[config.mk]
export PLATFORM = sky130hd
export DESIGN_NAME = matrix_key_scan_flat
export DESIGN_NICKNAME = d
export VERILOG_FILES = /design/src/rtl/matrix_key_scan_pkg.sv /design/src/rtl/matrix_key_scan_if.sv /design/src/rtl/key_frame_debounce.sv /design/src/rtl/matrix_key_scan.sv /design/src/flat_wrapper.sv
export SDC_FILE = /design/constraint.sdc
export NUM_CORES = 1
export LEC_CHECK = 0
export CAP_MARGIN = 5
export CELL_PAD_IN_SITES_DETAIL_PLACEMENT = 1
export CELL_PAD_IN_SITES_GLOBAL_PLACEMENT = 1
export CORE_ASPECT_RATIO = 0.75
export CORE_MARGIN = 4
export CORE_UTILIZATION = 43
export DETAILED_ROUTE_END_ITERATION = 10
export GPL_TIMING_DRIVEN = 0
export PLACE_DENSITY = 0.74
export SETUP_SLACK_MARGIN = 0.02
export SKIP_CTS_REPAIR_TIMING = 1
export SYNTH_ARGS = -nofsm -noshare
export SYNTH_HDL_FRONTEND = slang
export SYNTH_SLANG_ARGS = --single-unit
[constraint.sdc]
create_clock -name clk -period 4.4 [get_ports clk]
set_input_delay 0.66 -clock clk [delete_from_list [all_inputs] [get_ports clk]]
set_output_delay 0.66 -clock clk [all_outputs]
set_load 0.005 [all_outputs]
[src/rtl/matrix_key_scan_pkg.sv]
// Shared constants, key codes and map helpers for the 4x4 key matrix scanner.
package key_pkg;
  localparam int KEY_ROWS   = 4;
  localparam int KEY_COLS   = 4;
  localparam int KEY_CODE_W = 4;
  localparam int KEY_BITS   = KEY_ROWS * KEY_COLS;

  localparam logic [KEY_CODE_W-1:0] KEY_UP    = 4'd1;
  localparam logic [KEY_CODE_W-1:0] KEY_LEFT  = 4'd4;
  localparam logic [KEY_CODE_W-1:0] KEY_OK    = 4'd5;
  localparam logic [KEY_CODE_W-1:0] KEY_RIGHT = 4'd6;
  localparam logic [KEY_CODE_W-1:0] KEY_DOWN  = 4'd9;
  localparam logic [KEY_CODE_W-1:0] KEY_RST   = 4'd15;

  typedef logic [KEY_BITS-1:0] key_map_t;
  typedef enum logic [1:0] {MAP_NONE, MAP_ONE, MAP_MULTI} map_kind_t;

  function automatic map_kind_t map_kind(input key_map_t m);
    int n;
    n = 0;
    for (int i = 0; i < KEY_BITS; i++) n += int'(m[i]);
    return (n == 0) ? MAP_NONE : (n == 1) ? MAP_ONE : MAP_MULTI;
  endfunction

  // Lowest set bit; only meaningful when exactly one bit is set.
  function automatic logic [KEY_CODE_W-1:0] key_index(input key_map_t m);
    logic [KEY_CODE_W-1:0] idx;
    idx = '0;
    for (int i = KEY_BITS - 1; i >= 0; i--) if (m[i]) idx = KEY_CODE_W'(i);
    return idx;
  endfunction
endpackage

[src/rtl/matrix_key_scan_if.sv]
// Matrix pins plus the decoded key event outputs.
interface matrix_key_scan_if;
  import key_pkg::*;
  logic [KEY_COLS-1:0]   key_col;
  logic [KEY_ROWS-1:0]   key_row;
  logic [KEY_CODE_W-1:0] key_code;
  logic                  key_valid;
  logic                  key_release;
  logic                  key_held;

  modport master (input key_col, output key_row, key_code, key_valid, key_release, key_held);
  modport slave  (output key_col, input key_row, key_code, key_valid, key_release, key_held);
endinterface

[src/rtl/key_frame_debounce.sv]
// Accepts a 16-bit scan frame only after DEB_FRAMES identical consecutive frames.
module key_frame_debounce
  import key_pkg::*;
#(
  parameter int DEB_FRAMES = 3
) (
  input  logic     clk,
  input  logic     rst,
  input  key_map_t i_frame,
  input  logic     i_frame_stb,
  output key_map_t o_stable,
  output logic     o_change
);
  localparam int CW = $clog2(DEB_FRAMES + 1);

  key_map_t        r_prev, r_stable;
  logic [CW-1:0]   r_cnt;
  logic            r_change;
  logic [CW-1:0]   w_cnt_nxt;

  always_comb begin
    w_cnt_nxt = CW'(1);
    if (i_frame == r_prev)
      w_cnt_nxt = (r_cnt == CW'(DEB_FRAMES)) ? r_cnt : r_cnt + 1'b1;
  end

  always_ff @(posedge clk) begin
    if (rst) begin
      r_prev   <= '0;
      r_stable <= '0;
      r_cnt    <= '0;
      r_change <= 1'b0;
    end else begin
      r_change <= 1'b0;
      if (i_frame_stb) begin
        r_prev <= i_frame;
        r_cnt  <= w_cnt_nxt;
        if (w_cnt_nxt == CW'(DEB_FRAMES) && i_frame != r_stable) begin
          r_stable <= i_frame;
          r_change <= 1'b1;
        end
      end
    end
  end

  assign o_stable = r_stable;
  assign o_change = r_change;
endmodule

[src/rtl/matrix_key_scan.sv]
// 4x4 key matrix scanner: row drive, column sampling, frame debounce, press/release decode.
module matrix_key_scan
  import key_pkg::*;
#(
  parameter int CLK_DIV    = 10000,
  parameter int DEB_FRAMES = 3
) (
  input  logic               clk,
  input  logic               rst,
  matrix_key_scan_if.master  bus
);
  localparam int DW = $clog2(CLK_DIV);

  logic [DW-1:0]         r_div;
  logic [1:0]            r_row_idx;
  logic [KEY_ROWS-1:0]   r_key_row;
  key_map_t              r_frame;
  key_map_t              w_frame_nxt, w_stable;
  logic                  w_slot_end, w_frame_stb, w_change;

  assign w_slot_end  = (r_div == DW'(CLK_DIV - 1));
  assign w_frame_stb = w_slot_end && (r_row_idx == 2'd3);

  always_comb begin
    w_frame_nxt = r_frame;
    w_frame_nxt[{r_row_idx, 2'b00} +: KEY_COLS] = ~bus.key_col;
  end

  // key_row follows the row index one cycle late, so a row is driven for a
  // full slot ending on its sample cycle.
  always_ff @(posedge clk) begin
    if (rst) begin
      r_div     <= '0;
      r_row_idx <= 2'd0;
      r_key_row <= 4'b1110;
      r_frame   <= '0;
    end else begin
      r_key_row <= ~(4'b0001 << r_row_idx);
      if (w_slot_end) begin
        r_div     <= '0;
        r_row_idx <= r_row_idx + 2'd1;
        r_frame   <= w_frame_nxt;
      end else begin
        r_div <= r_div + 1'b1;
      end
    end
  end

  key_frame_debounce #(.DEB_FRAMES(DEB_FRAMES)) u_deb (
    .clk        (clk),
    .rst        (rst),
    .i_frame    (w_frame_nxt),
    .i_frame_stb(w_frame_stb),
    .o_stable   (w_stable),
    .o_change   (w_change)
  );

  key_map_t              r_last_map;
  logic [KEY_CODE_W-1:0] r_code, r_pend_code;
  logic                  r_valid, r_release, r_held, r_pend;

  // A press is reported only while r_held tracks an accepted single key or the
  // map came from empty; a single left over from a multi-press stays silent.
  always_ff @(posedge clk) begin
    if (rst) begin
      r_last_map  <= '0;
      r_code      <= '0;
      r_pend_code <= '0;
      r_valid     <= 1'b0;
      r_release   <= 1'b0;
      r_held      <= 1'b0;
      r_pend      <= 1'b0;
    end else begin
      r_valid   <= 1'b0;
      r_release <= 1'b0;
      if (r_pend) begin
        r_pend  <= 1'b0;
        r_valid <= 1'b1;
        r_code  <= r_pend_code;
        r_held  <= 1'b1;
      end
      if (w_change) begin
        r_last_map <= w_stable;
        if (map_kind(w_stable) == MAP_ONE) begin
          if (map_kind(r_last_map) == MAP_NONE) begin
            r_valid <= 1'b1;
            r_code  <= key_index(w_stable);
            r_held  <= 1'b1;
          end else if (r_held) begin
            r_release   <= 1'b1;
            r_held      <= 1'b0;
            r_pend      <= 1'b1;
            r_pend_code <= key_index(w_stable);
          end
        end else begin
          r_held <= 1'b0;
          if (r_held) r_release <= 1'b1;
        end
      end
    end
  end

  assign bus.key_row     = r_key_row;
  assign bus.key_code    = r_code;
  assign bus.key_valid   = r_valid;
  assign bus.key_release = r_release;
  assign bus.key_held    = r_held;
endmodule

[src/flat_wrapper.sv]
// flat-port wrapper written by rule: the top's interface ports become plain ports
module matrix_key_scan_flat import key_pkg::*;
#(
  parameter int CLK_DIV    = 10000,
  parameter int DEB_FRAMES = 3
)
  (clk, rst, bus_key_col, bus_key_row, bus_key_code, bus_key_valid, bus_key_release, bus_key_held);
  matrix_key_scan_if bus_i ();
  input  logic clk;
  input  logic rst;
  input wire logic [$bits(bus_i.key_col)-1:0] bus_key_col;
  output wire logic [$bits(bus_i.key_row)-1:0] bus_key_row;
  output wire logic [$bits(bus_i.key_code)-1:0] bus_key_code;
  output wire logic [$bits(bus_i.key_valid)-1:0] bus_key_valid;
  output wire logic [$bits(bus_i.key_release)-1:0] bus_key_release;
  output wire logic [$bits(bus_i.key_held)-1:0] bus_key_held;
  assign bus_i.key_col = bus_key_col;
  assign bus_key_row = bus_i.key_row;
  assign bus_key_code = bus_i.key_code;
  assign bus_key_valid = bus_i.key_valid;
  assign bus_key_release = bus_i.key_release;
  assign bus_key_held = bus_i.key_held;
  matrix_key_scan #(.CLK_DIV(CLK_DIV), .DEB_FRAMES(DEB_FRAMES)) u_core (.clk(clk), .rst(rst), .bus(bus_i));
endmodule
==> report_table.html <==
<table>
<tr><th>Metric</th><th>Value</th></tr>
<tr><th colspan="2">Timing</th></tr>
<tr><td>Final worst slack</td><td>-341 ps</td></tr>
<tr><td>Number of endpoints failing setup at the final stage</td><td>10</td></tr>
<tr><td>Pins Over Slew Limit</td><td>0</td></tr>
<tr><td>Final clock period utilization by the worst path</td><td>1.08</td></tr>
<tr><td>Minimum clock period</td><td>4740 ps</td></tr>
<tr><td>Max Clk Rate</td><td>211 MHz</td></tr>
<tr><td>Final Hold Fails</td><td>0</td></tr>
<tr><td>Slew at the pin with the worst max-slew slack</td><td>929 ps</td></tr>
<tr><td>Setup repair after global routing missed its margin</td><td>true</td></tr>
<tr><td>Worst slew slack as a fraction of its limit</td><td>0.372</td></tr>
<tr><td>Post-route clock skew</td><td>8.04 ps</td></tr>
<tr><th colspan="2">Floorplan</th></tr>
<tr><td>Floorplan row count</td><td>36</td></tr>
<tr><td>Total core area</td><td>approximately 0.013 sq mm</td></tr>
<tr><td>Die X</td><td>about 140 microns</td></tr>
<tr><td>Top-Level Pins</td><td>17</td></tr>
<tr><td>Die area</td><td>between 0.015 and 0.02 sq mm</td></tr>
<tr><td>Chip Height</td><td>108 microns</td></tr>
<tr><td>Initial core utilization</td><td>0.439</td></tr>
<tr><th colspan="2">Global routing</th></tr>
<tr><td>Largest net degree at the start of global routing</td><td>18</td></tr>
<tr><td>Global-route congestion overflow total</td><td>0</td></tr>
<tr><td>First-pass GRT wire length</td><td>roughly 28,000 microns</td></tr>
<tr><td>Initial antenna violation count</td><td>0</td></tr>
<tr><td>Via count of the first global-routing pass</td><td>roughly 5,100</td></tr>
<tr><td>Global Route Usage Sum</td><td>0.242</td></tr>
<tr><th colspan="2">Clock tree</th></tr>
<tr><td>CTS tree</td><td>done</td></tr>
<tr><td>Number of buffers inserted during clock tree synthesis</td><td>9</td></tr>
<tr><td>Clock Latency Late Sink</td><td>around 360 ps</td></tr>
<tr><td>Clock sink count</td><td>99</td></tr>
<tr><td>H-Tree Depth</td><td>3</td></tr>
<tr><td>CTS clk-pin slew, worst paths</td><td>~70 ps</td></tr>
<tr><td>Cell chosen for the clock root</td><td>clkbuf_16</td></tr>
<tr><td>Clock tree buffer depth</td><td>2</td></tr>
<tr><th colspan="2">Outcome</th></tr>
<tr><td>Outcome</td><td>finished with violations</td></tr>
<tr><td>Violated checks</td><td>setup timing</td></tr>
<tr><th colspan="2">Placement</th></tr>
<tr><td>Place WS</td><td>-631 ps</td></tr>
<tr><td>Quantity of I/O buffers inserted on ports</td><td>14</td></tr>
<tr><td>Placed cell area</td><td>about 0.0061 sq mm</td></tr>
<tr><td>Placer Congestion</td><td>around 0.95</td></tr>
<tr><td>Final HPWL from detailed placement</td><td>about 13,000 microns</td></tr>
<tr><th colspan="2">Yosys</th></tr>
<tr><td>Mapped Avg Cell Area</td><td>8.82 sq um</td></tr>
<tr><td>Cell type with the highest aggregate area in the netlist</td><td>dfxtp_1</td></tr>
<tr><td>Distinct cell type count after synthesis</td><td>62</td></tr>
<tr><td>Sequential-to-total area share from yosys stat</td><td>0.348</td></tr>
<tr><td>Proportion of register bits with asynchronous set or reset after synthesis</td><td>0</td></tr>
<tr><td>Post-Syn Nets</td><td>roughly 700</td></tr>
<tr><td>Most instantiated cells after synthesis</td><td>dfxtp_1, nor2_1, inv_1</td></tr>
<tr><td>Synthesized netlist cell count</td><td>646</td></tr>
<tr><td>Post-synth EDFFs</td><td>0</td></tr>
<tr><td>Yosys synthesis warning count</td><td>0</td></tr>
<tr><td>Post-synth top area share</td><td>0.348</td></tr>
<tr><td>Count of state elements after synthesis</td><td>99</td></tr>
<tr><td>Post-Syn Area</td><td>0.00570 sq mm</td></tr>
<tr><td>Most frequent cell after synthesis</td><td>dfxtp_1</td></tr>
<tr><td>Top cells by area in the synthesized netlist</td><td>dfxtp_1, fa_1, nor2_1</td></tr>
<tr><td>Top FF cell, synth</td><td>dfxtp_1</td></tr>
<tr><th colspan="2">Setup path</th></tr>
<tr><td>CP arrival</td><td>5030 ps</td></tr>
<tr><td>Standard cell with the maximum stage delay on the critical path</td><td>fa_1</td></tr>
<tr><td>Required arrival time at the worst endpoint</td><td>about 4700 ps</td></tr>
<tr><td>Maximum fanout encountered on the critical timing path</td><td>5</td></tr>
<tr><td>Cells along the critical path</td><td>ha_4, inv_2, fa_1, inv_2, fa_1, fa_1, inv_2, fa_1, inv_2, fa_2, inv_2, fa_1, nand4bb_1, a21oi_4, or3b_4, o21bai_1, a21oi_1</td></tr>
<tr><td>Critical path's largest stage delay</td><td>~530 ps</td></tr>
<tr><td>Nature of the critical path endpoint</td><td>register</td></tr>
<tr><td>Critical path startpoint category</td><td>register</td></tr>
<tr><td>Type of the worst setup path</td><td>register to register</td></tr>
<tr><td>Path depth of the worst reg2reg path</td><td>17</td></tr>
<tr><th colspan="2">Min path</th></tr>
<tr><td>Hold crit path type</td><td>register to register</td></tr>
<tr><td>Hold Crit Depth</td><td>1</td></tr>
<tr><th colspan="2">Routing</th></tr>
<tr><td>Detailed-route wire length per cell</td><td>about 21 microns</td></tr>
<tr><td>Residual antenna-violating net count after detailed routing</td><td>0</td></tr>
<tr><td>Count of TritonRoute iterations in the first routing pass</td><td>5</td></tr>
<tr><td>Post-route DRC violation count</td><td>0</td></tr>
<tr><td>Via total after detailed routing</td><td>between 4,000 and 5,000</td></tr>
<tr><td>Detailed Route Iter0 Violations</td><td>287</td></tr>
<tr><td>Via density</td><td>5.63</td></tr>
<tr><td>Routed Wire Length</td><td>17,700 microns</td></tr>
<tr><th colspan="2">Pwr</th></tr>
<tr><td>Overall power after layout</td><td>around 1.8 mW</td></tr>
<tr><td>Pleak</td><td>about 2.2 nW</td></tr>
<tr><td>Ratio of total power to cell area</td><td>about 270 mW/mm^2</td></tr>
<tr><td>Worst IR Drop VDD</td><td>202 uV</td></tr>
<tr><th colspan="2">Layout</th></tr>
<tr><td>Antenna cells</td><td>0</td></tr>
<tr><td>Fraction of layout cells with a size suffix above 1</td><td>0.135</td></tr>
<tr><td>Utilization after layout</td><td>0.503</td></tr>
<tr><td>Total Nets Final</td><td>719</td></tr>
<tr><td>Final std cell area, no fill</td><td>0.00653 sq mm</td></tr>
<tr><td>Area added between synthesis and finish</td><td>14.5%</td></tr>
<tr><th colspan="2">Run</th></tr>
<tr><td>Max-cap check violation count</td><td>0</td></tr>
</table>
metal layers:
metal	global-route usage	up-vias	part of all wire
li1	-	2275	-
met1	0.340	2398	0.48
met2	0.376	116	0.45
met3	0.0675	16	0.061
met4	0.0429	0	0.012
met5	0	-	0
per-stage QoR:
step	std cells	setup TNS, ps	hold slack, ps
floorplan	646	-20.0	418
global placement	831	-3530	427
detailed placement	831	-4560	448
CTS	847	-4780	465
global route	853	-4140	482
finish	853	-2250	465
kinds of logic after synthesis:
family,Yosys count,share of synthesized area
simple gates,209,0.190
mux,32,0.0569
xor+xnor,40,0.0615
flops,99,0.348
compound gates,129,0.166
fa+ha+maj,36,0.105
buf+inv,101,0.0716
registers in the layout, summed over array words and instances (netlist names):
name	flops
u_core.bus.key_release	1
u_core.r_row_idx	2
u_core.r_last_map	16
u_core.r_pend_code	4
u_core.bus.key_held	1
u_core.u_deb.o_stable	16
u_core.u_deb.r_prev	16
u_core.r_pend	1
u_core.u_deb.o_change	1
u_core.u_deb.r_cnt	2
u_core.bus.key_row	4
u_core.bus.key_valid	1
u_core.bus.key_code	4
u_core.r_frame	16
u_core.r_div	14
cell type report:
type	count	area (sq um)
tap	171	214
clock inverter	7	75.1
buffer	48	231
clock buffer	9	225
timing repair buffer	21	196
fill	1511	6450
sequential	99	1990
multi-input combinational	446	3400
inverter	52	195
where the power goes:
| part | switching [mW] | leakage, nW | internal (mW) |
|---|---|---|---|
| sequential | 0.00173 | 0.800 | 0.897 |
| clock | 0.382 | 0.138 | 0.445 |
| combinational | 0.0397 | 1.29 | 0.0140 |
| total | 0.423 | 2.23 | 1.36 |
final timing paths:
kind                                end  slack, ps                     start
setup / recovery  u_core.r_pend_code[0]       -340  u_core.u_deb.o_stable[0]
hold / removal          u_core.r_div[0]        470           u_core.r_div[0]
setup reg to reg  u_core.r_pend_code[0]       -340  u_core.u_deb.o_stable[0]
hold reg to reg         u_core.r_div[0]        470           u_core.r_div[0]
worst max-delay path: cells and delay by family, from the launching register on:
kind / cells / cell delay, ps
AO/OA/AOI/OAI: 3 / 540
adder cells (fa/ha/maj): 7 / 2930
buffers and inverters: 5 / 240
flip-flops: 1 / 340
AND/OR/NAND/NOR: 2 / 610
placed cells by master, fill, tap and decap left out, types with 9 or more instances in the layout:
master,netlist,final
clkbuf_1,39,35
nand2_1,26,25
clkbuf_16,0,9
xnor2_1,32,32
nor3_1,9,9
clkdlybuf4s50_1,0,14
nor2_1,96,96
a21oi_1,42,40
nor2b_1,9,9
a211oi_1,38,36
inv_1,52,44
mux2i_1,29,28
fa_1,20,18
dfxtp_1,99,95
ha_1,16,14
a211oi_2,10,12
nand2b_1,13,13
Note: power is estimated with default switching activity, not from simulation.
